`src/rtl/calc_pkg.sv`:
```
`default_nettype none
// ============================================================================
// Module      : calc_pkg
// Description : Shared definitions for the multi-channel two's complement
//               block: the per-channel operation codes, the sequencer state
//               encoding, and a helper that sizes the channel counter.
// Revision    : 1.0 - initial release
// ============================================================================
package calc_pkg;

  // Per-channel operation codes carried on the mode bus
  localparam logic [1:0] MODE_PASS = 2'b00;  // y = x
  localparam logic [1:0] MODE_NEG  = 2'b01;  // y = ~x + 1
  localparam logic [1:0] MODE_ABS  = 2'b10;  // y = |x|, two's complement
  localparam logic [1:0] MODE_ONES = 2'b11;  // y = ~x

  // Sequencer states
  typedef enum logic [1:0] {
    ST_IDLE = 2'd0,
    ST_RUN  = 2'd1,
    ST_DONE = 2'd2
  } state_t;

  // The channel counter needs at least one bit even for a single channel
  function automatic int cnt_width(input int n);
    return (n > 1) ? $clog2(n) : 1;
  endfunction

endpackage
`default_nettype wire

```
`src/rtl/twos_comp_unit.sv`:
```
`default_nettype none
// ============================================================================
// Module      : twos_comp_unit
// Description : Combinational single-channel operator: pass, negate,
//               absolute value or ones complement of a WIDTH-bit operand.
//               Optional macro TWOS_COMP_OVF_EN enables the overflow flag
//               (negate/abs of the most negative value); otherwise the flag
//               is tied low.
// Ports       : x    - operand
//               mode - operation code (see calc_pkg)
//               y    - result
//               ovf  - overflow flag
// Revision    : 1.0 - initial release
// ============================================================================
module twos_comp_unit
  import calc_pkg::*;
#(
  parameter int WIDTH = 4
) (
  input  logic [WIDTH-1:0] x,
  input  logic [1:0]       mode,
  output logic [WIDTH-1:0] y,
  output logic             ovf
);

  logic [WIDTH-1:0] neg;
  assign neg = ~x + WIDTH'(1);

  always_comb begin
    y = x;
    case (mode)
      MODE_PASS: y = x;
      MODE_NEG:  y = neg;
      MODE_ABS:  y = x[WIDTH-1] ? neg : x;
      MODE_ONES: y = ~x;
      default:   y = x;
    endcase
  end

`ifdef TWOS_COMP_OVF_EN
  // The most negative value has no positive counterpart, so negating it
  // wraps back to itself.
  logic is_min;
  assign is_min = (x == {1'b1, {(WIDTH-1){1'b0}}});
  assign ovf    = is_min && ((mode == MODE_NEG) || (mode == MODE_ABS));
`else
  assign ovf = 1'b0;
`endif

endmodule
`default_nettype wire

```
`src/rtl/multi_ch_twos_comp.sv`:
```
`default_nettype none
// ============================================================================
// Module      : multi_ch_twos_comp
// Description : Sequential multi-channel two's complement converter. A start
//               in IDLE captures din/mode; one channel is processed per clock
//               through a single shared twos_comp_unit; all results are
//               published to dout/ovf together on entry to DONE.
//               Optional macro TWOS_COMP_OVF_EN enables per-channel overflow
//               flags; without it ovf is constant zero.
// Ports       : clk   - clock, rising edge
//               rst   - asynchronous active-high reset
//               start - begin a conversion (sampled in IDLE and DONE)
//               mode  - 2 bits per channel operation codes
//               din   - WIDTH bits per channel operands
//               busy  - conversion in progress
//               done  - one-cycle completion pulse
//               dout  - WIDTH bits per channel results
//               ovf   - per-channel overflow flags
// Revision    : 1.0 - initial release
// ============================================================================
module multi_ch_twos_comp
  import calc_pkg::*;
#(
  parameter int WIDTH = 4,
  parameter int NCH   = 2
) (
  input  logic                 clk,
  input  logic                 rst,
  input  logic                 start,
  input  logic [2*NCH-1:0]     mode,
  input  logic [WIDTH*NCH-1:0] din,
  output logic                 busy,
  output logic                 done,
  output logic [WIDTH*NCH-1:0] dout,
  output logic [NCH-1:0]       ovf
);

  localparam int            CW   = cnt_width(NCH);
  localparam logic [CW-1:0] LAST = CW'(NCH - 1);

  state_t                 state;
  logic [CW-1:0]          cnt;
  logic [WIDTH*NCH-1:0]   cap_din;
  logic [2*NCH-1:0]       cap_mode;
  logic [WIDTH*NCH-1:0]   res;
  logic [WIDTH*NCH-1:0]   res_next;

  logic [WIDTH-1:0]       unit_x;
  logic [1:0]             unit_mode;
  logic [WIDTH-1:0]       unit_y;
  logic                   unit_ovf;

  // Route the channel selected by the counter into the shared unit
  always_comb begin
    unit_x    = '0;
    unit_mode = '0;
    for (int k = 0; k < NCH; k++) begin
      if (cnt == CW'(k)) begin
        unit_x    = cap_din[k*WIDTH +: WIDTH];
        unit_mode = cap_mode[2*k +: 2];
      end
    end
  end

  twos_comp_unit #(
    .WIDTH (WIDTH)
  ) u_unit (
    .x    (unit_x),
    .mode (unit_mode),
    .y    (unit_y),
    .ovf  (unit_ovf)
  );

  // Result vector with the current channel's slot replaced; on the last
  // channel this is the complete set that gets published in one step.
  always_comb begin
    res_next = res;
    for (int k = 0; k < NCH; k++) begin
      if (cnt == CW'(k)) res_next[k*WIDTH +: WIDTH] = unit_y;
    end
  end

`ifdef TWOS_COMP_OVF_EN
  logic [NCH-1:0] res_ovf;
  logic [NCH-1:0] res_ovf_next;

  always_comb begin
    res_ovf_next = res_ovf;
    for (int k = 0; k < NCH; k++) begin
      if (cnt == CW'(k)) res_ovf_next[k] = unit_ovf;
    end
  end
`else
  // The unit's flag is constant zero in this build
  assign ovf = {NCH{unit_ovf}};
`endif

  always_ff @(posedge clk or posedge rst) begin
    if (rst) begin
      state    <= ST_IDLE;
      cnt      <= '0;
      busy     <= 1'b0;
      done     <= 1'b0;
      dout     <= '0;
      cap_din  <= '0;
      cap_mode <= '0;
      res      <= '0;
`ifdef TWOS_COMP_OVF_EN
      ovf      <= '0;
      res_ovf  <= '0;
`endif
    end else begin
      case (state)
        ST_IDLE: begin
          done <= 1'b0;
          if (start) begin
            cap_din  <= din;
            cap_mode <= mode;
            cnt      <= '0;
            busy     <= 1'b1;
            state    <= ST_RUN;
          end
        end
        ST_RUN: begin
          res <= res_next;
`ifdef TWOS_COMP_OVF_EN
          res_ovf <= res_ovf_next;
`endif
          if (cnt == LAST) begin
            dout  <= res_next;
`ifdef TWOS_COMP_OVF_EN
            ovf   <= res_ovf_next;
`endif
            cnt   <= '0;
            busy  <= 1'b0;
            done  <= 1'b1;
            state <= ST_DONE;
          end else begin
            cnt <= cnt + CW'(1);
          end
        end
        ST_DONE: begin
          done <= 1'b0;
          if (start) begin
            // Back-to-back conversion without passing through IDLE
            cap_din  <= din;
            cap_mode <= mode;
            cnt      <= '0;
            busy     <= 1'b1;
            state    <= ST_RUN;
          end else begin
            state <= ST_IDLE;
          end
        end
        default: begin
          state <= ST_IDLE;
          busy  <= 1'b0;
          done  <= 1'b0;
          cnt   <= '0;
        end
      endcase
    end
  end

endmodule
`default_nettype wire

```
`config.mk`:
```
export PLATFORM = sky130hd
export DESIGN_NAME = multi_ch_twos_comp
export DESIGN_NICKNAME = d
export VERILOG_FILES = /design/src/rtl/calc_pkg.sv /design/src/rtl/twos_comp_unit.sv /design/src/rtl/multi_ch_twos_comp.sv
export SDC_FILE = /design/constraint.sdc
export NUM_CORES = 1
export LEC_CHECK = 0
export CORE_MARGIN = 2
export CORE_UTILIZATION = 58
export CTS_CLUSTER_SIZE = 16
export DETAILED_ROUTE_END_ITERATION = 12
export DONT_BUFFER_PORTS = 1
export PLACE_DENSITY = 0.71
export SLEW_MARGIN = 20
export SYNTH_ARGS = -nofsm -noshare
export SYNTH_HDL_FRONTEND = slang
export SYNTH_SLANG_ARGS = --single-unit
```
`constraint.sdc`:
```
create_clock -name clk -period 2.5 [get_ports clk]
set_clock_uncertainty 0.2 [all_clocks]
set_input_delay 0.25 -clock clk [delete_from_list [all_inputs] [get_ports clk]]
set_output_delay 0.25 -clock clk [all_outputs]
set_load 0.05 [all_outputs]
```
Word level (Yosys, flattened, before mapping)

Index checks and enable logic that the tools add are counted.

Register bits after elaboration: 33
Input bits: 15
Output and inout port bits: 12
Word-level logic and storage cells: 44

$add $sub $neg: 2
Eq/ne operators: 8
Multiplexer cells: 18
Bitwise logic cells: 1
Reductions and logical operators: 7

Operators by type and width:

| cell                  | number |
|---|---|
| $mux W4               | 4 |
| $pmux W4 S4           | 1 |
| $reduce_and A2 Y1     | 4 |
| $mux W1               | 7 |
| $eq A2 B2 Y1 const B  | 3 |
| $mux W2               | 3 |
| $pmux W2 S3           | 1 |
| $add A4 B1 Y4 const B | 1 |
| $eq A2 B1 Y1 const B  | 2 |
| $logic_not A2 Y1      | 2 |
| $ne A2 B2 Y1 const B  | 2 |
| $not A4 Y4            | 1 |
| $pmux W1 S2           | 2 |
| $ne A2 B1 Y1 const B  | 1 |
| $reduce_or A2 Y1      | 1 |
| $add A1 B1 Y1 const B | 1 |

Longest topological paths before layout

Depth after elaboration: 6
Depth in mapped cells: 9
Depth with buffers taken out: 7

By module

A second synthesis with hierarchy kept.

Cell total of the unflattened synthesis: 98
Area, all modules: 1,431.4 µm²

Modules (own cells, without submodules):

| module             | instances | cells each | area each (µm²) | sequential area each (µm²) |
|---|---|---|---|---|
| multi_ch_twos_comp | 1         | 77         | 1,276.2         | 725.7 |
| twos_comp_unit     | 1         | 21         | 155.1           | 0.0 |

Worst setup path before layout

Ideal clock, no wire load.

Kind: register -> register
Start: register cnt
End: register res[3]
Library setup time: 0.095 ns
Arrival: 1.768 ns
Data required time: 2.205 ns
Setup slack: 0.436 ns
Cell stages (with the launch flop): 10
Path buffers: 2
Clock period less this slack: 2.064 ns
Path through: dfrtp_1 buf_6 buf_12 mux2_4 inv_1 and3_1 ha_1 nor4_1 a21oi_1 o31ai_1

Longest elaborated chain between the ends: 6
Elaborated cells between the ends (all ways): 11
Classes of those cells: add/sub: 1; eq/ne: 3; mux: 5; bitwise: 1; reduce/logical: 1

Ends and longest elaborated chain:

| element                | line                                       | text |
|---|---|---|
| from (decl)            | multi_ch_twos_comp.sv:42                   | `logic [CW-1:0] cnt;` |
| from (signal assigned) | multi_ch_twos_comp.sv:139                  | `cnt <= cnt + CW'(1);` |
| $mux W4                | multi_ch_twos_comp.sv:58                   | `if (cnt == CW'(k)) begin` |
| $not A4 Y4             | twos_comp_unit.sv:27, twos_comp_unit.sv:35 |  |
| $add A4 B1 Y4          | twos_comp_unit.sv:27                       | `assign neg = ~x + WIDTH'(1);` |
| $mux W4                | twos_comp_unit.sv:34                       | `MODE_ABS: y = x[WIDTH-1] ? neg : x;` |
| $pmux W4 S4            | twos_comp_unit.sv:31                       | `case (mode)` |
| $mux W4 (*)            | multi_ch_twos_comp.sv:79                   | `if (cnt == CW'(k)) res_next[k*WIDTH +: WIDTH] = unit_y;` |
| to (signal assigned)   | multi_ch_twos_comp.sv:125                  | `res <= res_next;` |
| to (decl)              | multi_ch_twos_comp.sv:45                   | `logic [WIDTH*NCH-1:0] res;` |

Every way passes the cells marked *; elsewhere a longest branch is shown, timed or not.
A chain may end at the register's enable or synchronous reset.

Final worst setup path

Ends and elaborated chain as after synthesis.

==> metrics.csv <==
stage,metric,value,unit
timing,final hold slack,0.218,ns
clock_tree,Resized cells post-CTS,0,
timing,final-layout setup total negative slack,0,ns
layout,count of nets after finishing,167,
layout,antenna cells,0,
global_route,number of antenna violations at the first check in global routing,0,
clock_tree,Clk Tree Root Cell,clkbuf_4,
routing,number of DRC violations after detailed routing,0,
worst_setup_path,CP Data Arrival Time,2.32,ns
worst_setup_path,Setup CP Type,reg -> reg,
logic_synthesis,Seq cells post-synth,29,
floorplan,die height,55.0,um
routing,routed length on met1,1190,um
worst_setup_path,startpoint of the most critical setup path,cnt$_DFFE_PP0P_,
timing,Final Hold Fails,0,
logic_synthesis,most repeated cell in the gate-level netlist after synthesis,dfrtp_1,
pwr,standby leakage power,0.753,nW
routing,total vias in the final route,1019,
timing,final critical delay including setup and external delays,2.29,ns
worst_setup_path,Max Fanout on Critical Path,12,
timing,Worst slew margin,64.8,%
floorplan,placeable core area,2480,um2
pwr,power density over the cells,1510,nW/um2
routing,highest layer used for signal routing,met4,
logic_synthesis,leading post-synthesis cells by instance count,"dfrtp_1 (29), nand2_1 (26), mux2_2 (11)",
layout,Final Non-Filler Cells,181,
layout,Layout area overhead,12.1,%
logic_synthesis,library cell occupying the most area in the post-synthesis netlist,dfrtp_1,
global_route,sum of overflow across all layers after global routing,0,
global_route,aggregate global-route resource usage,21.7,%
clock_tree,Bufs on Longest Clock Path,2,
clock_tree,total CTS buffers,5,
logic_synthesis,Synth area leaders,"dfrtp_1 (48%), mux2_2 (8.2%), nand2_1 (6.5%), mux2_4 (3.0%), mux2i_4 (3.0%)",
clock_tree,number of H-tree branching levels,2,
worst_setup_path,Worst R2R Start,cnt$_DFFE_PP0P_,
logic_synthesis,area share of the largest cell type after synthesis,48.1,%
routing,met3 wirelength from detailed routing,146,um
floorplan,die footprint,3030,um2
clock_tree,CTS tree,yes,
placement,number of port buffers,0,
logic_synthesis,number of synthesized flops with an enable pin,0,
clock_tree,number of sinks on the clock net,29,
timing,unrepaired setup endpoints after global routing,false,
global_route,via count of the first global-routing pass,1010,
pwr,proportion of power drawn by the clock network,10.2,%
routing,amount of wire on met2 after detailed routing,1280,um
floorplan,Starting Density,61.0,%
logic_synthesis,mean instance size in the synthesized netlist,11.4,um2
layout,finished layout cell area,1690,um2
clock_tree,post-CTS setup-driven buffer insertion count,0,
routing,wire length per cell after detailed routing,14.7,um
layout,final core utilization,68.3,%
logic_synthesis,share of flip-flops with an asynchronous set or reset,100,%
routing,post-detailed-route count of antenna-violating nets,0,
global_route,largest net degree at the start of global routing,30,
routing,Total Wirelength,2660,um
worst_setup_path,cells traversed along the worst timing path,mux2i_4 > and3_1 > ha_1 > nor4_1 > a21oi_1 > o31ai_1,
pwr,part of the total power dissipated in combinational logic,44.6,%
logic_synthesis,Netlist cell types,43,
pwr,Internal Power,1.37,mW
clock_tree,clock insertion delay at the later pin of the skew report,0.33,ns
timing,number of slew-limit violations in the final report,0,
pwr,switching power,1.19,mW
timing,slew at the pin with the worst max-slew slack,0.528,ns
timing,top achievable clock speed,437,MHz
placement,Placed Instance Area,1500,um2
worst_setup_path,delay of the slowest cell on the worst path,0.68,ns
pwr,Pwr Total,2.56,mW
pwr,Switching Fraction,46.5,%
routing,Initial DRT Pass Iterations,4,
worst_setup_path,Critical Path Source Type,flop,
floorplan,horizontal extent of the die,55.0,um
placement,routability-driven placement congestion ratio,0.810,
worst_setup_path,required time worst endpoint,2.54,ns
global_route,first-pass GRT wire length,4460,um
logic_synthesis,Post-Synthesis Cell Area,1510,um2
placement,post-placement setup slack,0.254,ns
logic_synthesis,synthesized instance count,133,
pwr,portion of total power attributed to sequential cells,45.2,%
logic_synthesis,mux cell area share after synthesis,17.9,%
logic_synthesis,Synth warnings,0,
clock_tree,clock transition at the registers of the reported paths,0.09,ns
logic_synthesis,sequential share of the synthesized area,48.1,%
logic_synthesis,area fraction in compound gates after synthesis,10.0,%
timing,setup violation total in the final timing report,0,
floorplan,Top-Level Pins,27,
timing,PnR worst setup slack,0.214,ns
logic_synthesis,Post-Synth Simple-Gate Area,15.6,%
worst_setup_path,capturing element type of the critical path,flop,
status,outcome,"finished, final reports clean",
placement,number of placed instances with taps included,159,
routing,DRC marker count from the first detailed-route iteration,18,
logic_synthesis,"post-synthesis share of cell area spent on full adders, half adders and majority gates",1.66,%
timing,Final Cycle Share,91.4,%
job,# Max-Cap Violations,0,
placement,sum of net half-perimeters after detailed placement,1810,um
pwr,Worst IR Drop VDD,1.03,mV
logic_synthesis,main combinational cell family by area after synthesis,multiplexers,
routing,routed via count divided by cell count,5.63,
min_path,worst hold path type,in -> async,
logic_synthesis,primary flip-flop cell chosen by synthesis mapping,dfrtp_1,
floorplan,number of core rows,18,
layout,fraction of final layout cells sized beyond drive strength 1,21.2,%
worst_setup_path,Critical-path top delay cell,dfrtp_1,
logic_synthesis,xor/xnor cell area share of the yosys netlist,1.16,%
==> path summary, 6_finish.rpt <==
check	end	cells after the start	slack [ns]
worst min-delay path	dout[1]$_DFFE_PP0P_	3	0.22
worst max register to register	res[3]$_DFFE_PP0P_	6	0.21
min in group clk	state[0]$_DFFE_PP0P_	3	0.22
worst min register to register	dout[0]$_DFFE_PP0P_	2	0.28
worst max-delay path	res[3]$_DFFE_PP0P_	6	0.21
max in group asynchronous	cap_din[6]$_DFFE_PP0P_	3	1.61
==> cells by family after synthesis <==
group,count (synthesis)
XOR/XNOR,2
other,1
adder cells (fa/ha/maj),2
AO/OA/AOI/OAI,19
buffers and inverters,11
flip-flops,29
multiplexers,21
AND/OR/NAND/NOR,48
==> metal layers <==
| layer | vias up | GRT usage, % |
|---|---|---|
| met5 | - | 0 |
| met4 | 0 | 13.0 |
| met3 | 7 | 5.65 |
| met2 | 37 | 33.1 |
| met1 | 487 | 27.6 |
| li1 | 488 | - |
==> layout by cell type, fill, tap and decap left out, drive strengths merged, types with 3 or more instances in the layout <==
master / netlist / routed
nor4: 3 / 3
buf: 6 / 3
nand3: 3 / 3
nor2: 5 / 5
inv: 3 / 3
o21ai: 5 / 5
mux2: 16 / 16
dlygate4sd3: 0 / 14
clkbuf: 2 / 8
a21oi: 3 / 3
dfrtp: 29 / 29
nand2: 26 / 26
a211oi: 4 / 4
mux2i: 5 / 5
==> power by group through the flow <==
stage          Clock, mW  Combinational (mW)  Sequential, mW
2_1_floorplan          0                1.05            1.09
3_3_place_gp           0                1.08            1.16
3_5_place_dp           0                1.12            1.17
4_1_cts            0.269                1.14            1.16
5_1_grt            0.289                1.26            1.19
6_report           0.262                1.14            1.16
==> critical path: cells and delay by family (launching register included) <==
family,cells,cell delay (ns)
compound gates,2,0.18
simple gates,2,0.49
flops,1,0.68
mux,1,0.39
fa+ha+maj,1,0.25
==> cell type report <==
type	instances	area [um2]
fill	196	785
sequential	29	726
multi-input combinational	94	707
timing repair buffer	17	163
clock buffer	8	48.8
tap	30	37.5
inverter	3	11.3
==> sequential cells by signal, summed over array words and instances, names as in the netlist <==
register,flops
dout,8
cnt,1
state,2
busy,1
cap_mode,4
done,1
cap_din,8
res,4
==> repair_timing <==
action                                  CTS  global route
hold endpoints to repair                 42             0
endpoints found under the setup margin    0             0
hold buffers                             14             0
Note: power is estimated with default switching activity, not from simulation.
